**config.mk**
```make
export PLATFORM = sky130hd
export DESIGN_NAME = bus_width_convert
export DESIGN_NICKNAME = d
export VERILOG_FILES = /design/src/rtl/bwc_pkg.sv /design/src/rtl/bus_width_convert.sv
export SDC_FILE = /design/constraint.sdc
export NUM_CORES = 1
export LEC_CHECK = 0
export ABC_AREA = 1
export CORE_UTILIZATION = 50
export CTS_CLUSTER_DIAMETER = 30
export DETAILED_ROUTE_END_ITERATION = 6
export PLACE_DENSITY = 0.86
export SETUP_SLACK_MARGIN = 0.1
export SYNTH_ARGS = -nofsm -noshare
export SYNTH_HDL_FRONTEND = slang
export SYNTH_SLANG_ARGS = --single-unit
export TNS_END_PERCENT = 10
```
**constraint.sdc**
```tcl
create_clock -name clk -period 1.91 [get_ports clk]
set_clock_uncertainty 0.2 [all_clocks]
set_input_delay 0.382 -clock clk [delete_from_list [all_inputs] [get_ports clk]]
set_output_delay 0.382 -clock clk [all_outputs]
set_load 0.1 [all_outputs]
```
**src/rtl/bwc_pkg.sv**
```systemverilog
// Shared helpers for the streaming bus width converter: lane-count and lane-placement arithmetic
// plus the width-ratio legality test used at elaboration.
package bwc_pkg;

    function automatic int bwc_lanes(input int size_in, input int size_out);
        return (size_out > size_in) ? size_out / size_in : size_in / size_out;
    endfunction

    // Bit position of the LSB of a narrow lane inside the wide word.
    function automatic int lane_slice_lsb(input int lane, input int lanes, input int width,
                                          input bit le);
        return le ? lane * width : (lanes - 1 - lane) * width;
    endfunction

    function automatic bit bwc_ratio_ok(input int size_in, input int size_out);
        int hi;
        int lo;
        hi = (size_in > size_out) ? size_in : size_out;
        lo = (size_in > size_out) ? size_out : size_in;
        return (lo > 0) && (hi % lo == 0) && (hi / lo >= 2);
    endfunction

endpackage

```
**src/rtl/bus_width_convert.sv**
```systemverilog
// Valid/ready width converter: packs narrow beats into wide words (upsize) or unpacks wide
// words into narrow beats (downsize), carrying last and lane-keep framing across the boundary.
module bus_width_convert
    import bwc_pkg::*;
#(
    parameter int   SIZE_IN       = 8,
    parameter int   SIZE_OUT      = 32,
    parameter bit   LITTLE_ENDIAN = 1'b0,
    localparam int  LANES         = bwc_lanes(SIZE_IN, SIZE_OUT)
) (
    input  logic                clk,
    input  logic                reset,
    input  logic                input_valid,
    output logic                input_ready,
    input  logic [SIZE_IN-1:0]  data_in,
    input  logic [LANES-1:0]    input_keep,
    input  logic                input_last,
    output logic                output_valid,
    input  logic                output_ready,
    output logic [SIZE_OUT-1:0] data_out,
    output logic [LANES-1:0]    output_keep,
    output logic                output_last
);

    localparam int CNT_W = $clog2(LANES);

    if (!bwc_ratio_ok(SIZE_IN, SIZE_OUT)) begin : g_bad_ratio
        $fatal(1, "bus_width_convert: SIZE_IN/SIZE_OUT must form an integer ratio >= 2");
    end

    if (SIZE_OUT > SIZE_IN) begin : g_upsize
        logic [SIZE_OUT-1:0] acc;
        logic [SIZE_OUT-1:0] acc_next;
        logic [CNT_W-1:0]    lane_cnt;
        logic [LANES-1:0]    keep_next;
        logic [SIZE_OUT-1:0] data_q;
        logic [LANES-1:0]    keep_q;
        logic                last_q;
        logic                valid_q;
        logic                completing;
        logic                accept;
        logic                unused_keep;

        assign unused_keep = ^input_keep;
        assign completing  = (lane_cnt == CNT_W'(LANES - 1)) || input_last;
        // Only a completing beat needs the output register; it may still go if the sink drains.
        assign input_ready = reset && !(completing && valid_q && !output_ready);
        assign accept      = input_valid && input_ready;

        // NOTE: every variable gets a default before the loop so no path leaves it unassigned (no latch).
        always_comb begin
            acc_next  = acc;
            keep_next = '0;
            for (int i = 0; i < LANES; i++) begin
                if (lane_cnt == CNT_W'(i)) begin
                    acc_next[lane_slice_lsb(i, LANES, SIZE_IN, LITTLE_ENDIAN) +: SIZE_IN] = data_in;
                end
                keep_next[i] = (CNT_W'(i) <= lane_cnt);
            end
        end

        // NOTE: state updates use <= so each register sees pre-edge values of its neighbours.
        always_ff @(posedge clk) begin
            // NOTE: the accumulator is plain flops and is cleared so a reset drops any partial word.
            if (!reset) begin
                acc      <= '0;
                lane_cnt <= '0;
                data_q   <= '0;
                keep_q   <= '0;
                last_q   <= 1'b0;
                valid_q  <= 1'b0;
            end else begin
                if (accept) begin
                    if (completing) begin
                        acc      <= '0;
                        lane_cnt <= '0;
                        data_q   <= acc_next;
                        keep_q   <= keep_next;
                        last_q   <= input_last;
                    end else begin
                        acc      <= acc_next;
                        lane_cnt <= lane_cnt + 1'b1;
                    end
                end
                if (accept && completing) begin
                    valid_q <= 1'b1;
                end else if (output_ready) begin
                    valid_q <= 1'b0;
                end
            end
        end

        assign output_valid = valid_q;
        assign data_out     = data_q;
        assign output_keep  = keep_q;
        assign output_last  = last_q;

    end else begin : g_downsize
        logic [SIZE_IN-1:0]  hold_data;
        logic [LANES-1:0]    hold_keep;
        logic [LANES:0]      keep_ext;
        logic                hold_last;
        logic                holding;
        logic [CNT_W-1:0]    lane_ptr;
        logic                at_top;
        logic                accept;
        logic [SIZE_OUT-1:0] lane_data;

        // Keep is contiguous from lane 0, so the top kept lane is the one whose successor is clear.
        assign keep_ext = {1'b0, hold_keep};

        always_comb begin
            at_top    = 1'b0;
            lane_data = '0;
            for (int i = 0; i < LANES; i++) begin
                if (lane_ptr == CNT_W'(i)) begin
                    lane_data = hold_data[lane_slice_lsb(i, LANES, SIZE_OUT, LITTLE_ENDIAN) +: SIZE_OUT];
                    at_top    = !keep_ext[i+1];
                end
            end
        end

        assign input_ready = reset && (!holding || (output_ready && at_top));
        assign accept      = input_valid && input_ready;

        always_ff @(posedge clk) begin
            if (!reset) begin
                hold_data <= '0;
                hold_keep <= '0;
                hold_last <= 1'b0;
                holding   <= 1'b0;
                lane_ptr  <= '0;
            end else if (accept) begin
                holding   <= |input_keep;
                hold_data <= data_in;
                hold_keep <= input_keep;
                hold_last <= input_last;
                lane_ptr  <= '0;
            end else if (holding && output_ready) begin
                if (at_top) begin
                    holding <= 1'b0;
                end else begin
                    lane_ptr <= lane_ptr + 1'b1;
                end
            end
        end

        assign output_valid = holding;
        assign data_out     = lane_data;
        assign output_last  = holding && hold_last && at_top;
        // Every emitted narrow beat is a full lane; the mask reads zero only when idle.
        assign output_keep  = {LANES{holding}};
    end

endmodule
```
== Word level (Yosys, flattened, before mapping) ==
Index checks and enable logic that the tools add are counted.

* Memories: 0
* Logic and storage cells: 33
* Register bits after elaboration: 72
* RAM bits: 0
* Latch bits: 0
* Input port bits: 17
* Memory bits (read-only): 0

* Multiply operators: 0
* Bitwise gates (word level): 0
* Equal/unequal tests: 3
* Add/sub/neg operators: 1
* Reductions and logical operators: 11
* Multiplexer cells: 8
* Magnitude comparators: 4
* Shifts and indexed selects: 0
* Div/mod/pow operators: 0

{| class="wikitable"
|+ Operators by type and width
! cell !! count
|-
| $mux W32 || 1
|-
| $mux W8 || 4
|-
| $logic_and A1 B1 Y1 || 5
|-
| $eq A2 B2 Y1 const B || 2
|-
| $le A1 B2 Y1 const A || 2
|-
| $le A2 B2 Y1 const A || 2
|-
| $add A2 B1 Y2 const B || 1
|-
| $eq A2 B1 Y1 const B || 1
|-
| $logic_not A1 Y1 || 2
|-
| $logic_not A2 Y1 || 1
|-
| $mux W1 || 2
|-
| $mux W2 || 1
|-
| $reduce_and A2 Y1 || 1
|-
| $reduce_bool A2 Y1 || 1
|-
| $logic_or A1 B1 Y1 || 1
|}

== Longest topological paths before layout ==
* Depth after elaboration: 9
* Depth in mapped cells: 9
* Gate-level depth less buffers: 8

== Least setup slack after synthesis ==
OpenSTA, ideal clock, no wires.

* Path kind: flip-flop to output port
* Start: register g_upsize.valid_q, in the netlist output_valid
* End: output input_ready
* Path buffers: 1
* Cell stages (with the launch flop): 5
* Data arrival time: 1811 ps
* Slack: -483 ps
* Path through: dfxtp_1 -> nand2_1 -> nor2_1 -> nor2_4 -> buf_2

* Cells in the longest elaborated chain, start to end: 4

{| class="wikitable"
|+ Ends and longest elaborated chain
! what !! line !! text
|-
| start: declaration || bus_width_convert.sv:39 || <nowiki>logic valid_q;</nowiki>
|-
| start signal: assignment || bus_width_convert.sv:71 || <nowiki>valid_q <= 1'b0;</nowiki>
|-
| start signal: assignment || bus_width_convert.sv:86 || <nowiki>valid_q <= 1'b1;</nowiki>
|-
| start signal: assignment || bus_width_convert.sv:88 || <nowiki>valid_q <= 1'b0;</nowiki>
|-
| $logic_and A1 B1 Y1 (2 in series) || bus_width_convert.sv:47 || <nowiki>assign input_ready = reset && !(completing && valid_q && !output_ready);</nowiki>
|-
| $logic_not A1 Y1 || bus_width_convert.sv:47 ||
|-
| $logic_and A1 B1 Y1 || bus_width_convert.sv:47 ||
|-
| end: declaration || bus_width_convert.sv:14 || <nowiki>output logic input_ready,</nowiki>
|}

No other way between the ends.

== Worst setup path in the final report ==
* Start: register g_upsize.lane_cnt[0]
* End: output input_ready

* Cells in the longest elaborated chain, start to end: 6

{| class="wikitable"
|+ Ends and longest elaborated chain
! what !! line !! text
|-
| start: declaration || bus_width_convert.sv:34 || <nowiki>logic [CNT_W-1:0] lane_cnt;</nowiki>
|-
| start signal: assignment || bus_width_convert.sv:82 || <nowiki>lane_cnt <= lane_cnt + 1'b1;</nowiki>
|-
| $eq A2 B2 Y1 || bus_width_convert.sv:45 || <nowiki>assign completing = (lane_cnt == CNT_W'(LANES - 1)) || input_last;</nowiki>
|-
| $logic_or A1 B1 Y1 || bus_width_convert.sv:45 ||
|-
| $logic_and A1 B1 Y1 (2 in series) || bus_width_convert.sv:47 ||
|-
| $logic_not A1 Y1 || bus_width_convert.sv:47 ||
|-
| $logic_and A1 B1 Y1 || bus_width_convert.sv:47 ||
|}

No other way between the ends.

==> flow_summary.json <==
{
  "status": "complete, but fails checks",
  "violations": "setup timing",
  "worst_pin_slew_ps": 313,
  "timing.final.crit_period_ps": 2000,
  "htreeDepth": 3,
  "area_growth_pct": 38.6,
  "syn_inst": 568,
  "synthDistinctLibCells": 22,
  "place_congestion": 0.794,
  "cts_made_buffers": 9,
  "cts_tree": "yes",
  "finalWorstSetupSlack_ps": -92.9,
  "final_common_cell": "nand2_1",
  "hold_path_class": "flip-flop to flip-flop",
  "start_util_pct": 53.0,
  "relSlewSlack_pct": 79.1,
  "period_share_pct": 105,
  "whs_ps": 257,
  "ir_worst_vdd_mv": 0.483,
  "grt_max_degree": 41,
  "route.detailed.drc": 0,
  "dieWidth_um": 87.8,
  "path_max_fanout": 2,
  "synth_warnings": 0,
  "syn-cell-area_um2": 3680,
  "reg2reg_slack_ps": 120,
  "num_rows": 30,
  "whs_path_depth": 2,
  "rsz0062_at_grt": "true",
  "fill_cells": 474,
  "end_kind": "primary output",
  "ys_ff_latch": 72,
  "die_y_um": 87.8,
  "drive_above_1_share_pct": 15.8,
  "setup_viol": 1,
  "syn_nets": 590,
  "layout_common_cells": "nand2_1, inv_1, nor2_1, dfxtp_1, nand3_1",
  "maxSlewViolCount": 0,
  "hold_viol_final": 0,
  "drtIter0Drc": 311,
  "max_clock_freq_ghz": 0.499,
  "grt_pass1_wl_um": 15700,
  "die-area_um2": 7710,
  "fin_area_um2": 5100,
  "syn_area_per_cell_um2": 6.48,
  "fin_nets": 645,
  "clock-sinks": 72,
  "ios": 56,
  "cts.reportedPaths.clkPinSlew_ps": 90,
  "core_area_um2": 6940,
  "startpoint_type": "flip-flop",
  "multi_input_area_um2": 1730,
  "worstPathRequired_ps": 1330,
  "viasPerCell": 5.12,
  "num_vias": 3705,
  "ant_nets": 0,
  "first_global_vias": 3564,
  "regArea_um2": 1450,
  "num_antenna_cells": 0,
  "drtPass1Iterations": 5,
  "cp.arrival_ps": 1420,
  "placed_area_um2": 4760,
  "stdcell_count": 724,
  "numPortBuffers": 51,
  "cap_violations": 0,
  "wl_per_cell_um": 13.5,
  "timing_worst_setup_path_type": "flip-flop to primary output",
  "grt_overflow_total": 0,
  "dpl.hpwl_um": 5960,
  "cts_root_buf": "clkbuf_8",
  "wirelength_um": 9760,
  "leakagePower_nw": 2.53,
  "cts_hold_buf": 0,
  "dpl.cell_count": 704,
  "p_per_area_nw_per_um2": 811,
  "antenna_found_initial": 0,
  "cts_buffer_depth": 2,
  "worstSkewPairLatency_ps": 360,
  "ys_seq_area_share_pct": 39.1,
  "track_usage_pct": 26.6,
  "ff2ff_path_depth": 8
}
cell type report:
class / count / area share, %
multi-input combinational: 357 / 33.9
timing repair buffer: 73 / 22.2
tap: 96 / 2.35
sequential: 72 / 28.4
inverter: 110 / 8.26
clock inverter: 4 / 1.42
clock buffer: 12 / 3.46
state kept, by name, summed over array words and instances, names as in the netlist:
| signal | count |
|---|---|
| output_valid | 1 |
| output_last | 1 |
| g_upsize.acc | 32 |
| data_out | 32 |
| g_upsize.lane_cnt | 2 |
| output_keep | 4 |
what timing repair did:
item	4_1_cts	5_1_grt
pin swaps	2	2
setup endpoints to repair	3	35
setup buffers	4	0
resized for setup	12	11
kinds of logic after synthesis:
kind of cell | synth area share (%)
compound gates | 6.80
buf+inv | 15.1
simple gates | 37.2
flops | 39.1
fa+ha+maj | 1.70
path summary, 6_finish.rpt:
kind,endpoint,from
setup reg to reg,data_out[13]$_SDFFE_PN0P_,g_upsize.lane_cnt[0]$_SDFFE_PN0P_
setup / recovery,input_ready,g_upsize.lane_cnt[0]$_SDFFE_PN0P_
hold reg to reg,g_upsize.acc[5]$_SDFFE_PN0P_,g_upsize.acc[5]$_SDFFE_PN0P_
hold / removal,g_upsize.acc[5]$_SDFFE_PN0P_,g_upsize.acc[5]$_SDFFE_PN0P_
metal layers:
layer / global-route usage [%] / up-vias / routed length, µm
met5: 0 / - / 0
met1: 29.8 / 1670 / 3750
li1: - / 1792 / -
met2: 46.2 / 198 / 4930
met3: 6.03 / 45 / 684
met4: 15.4 / 0 / 393
synthesized netlist by cell type (all sizes together):
library cell  number  area (µm²)
nand2            156         593
inv              109         409
dfxtp             72        1440
nor2              72         285
nand3             58         303
and2              24         150
o21bai            24         180
buf               20         110
clkbuf             9        33.8
o21ai              9        45.0
a21oi              5        25.0
ha                 5        62.6
nand4              4        40.0
clkinv             1        3.75
report_power, final:
part | internal (mW) | leakage, nW | switching (mW)
logic | 0.370 | 1.81 | 0.651
clock network | 0.885 | 0.124 | 0.604
registers | 1.58 | 0.591 | 0.0539
worst max-delay path: stages, from the launching register on:
cell	delay, ps
dfxtp_4	360
ha_4	170
nor2_4	100
nor2_2	70
nor2_4	160
buf_12	200
metrics by stage:
| step | power (mW) | TNS, ps | setup WS (ps) | utilization (%) |
|---|---|---|---|---|
| 2_1_floorplan | 2.31 | 0 | 104 | - |
| 3_3_place_gp | 2.62 | -1790 | -107 | 68.6 |
| 3_5_place_dp | 2.64 | -3600 | -112 | 68.6 |
| 4_1_cts | 4.11 | -61.1 | -61.1 | 72.9 |
| 5_1_grt | 4.28 | -122 | -122 | 73.5 |
| 6_report | 4.14 | -92.9 | -92.9 | 73.5 |
(Power assumes the default switching activity.)
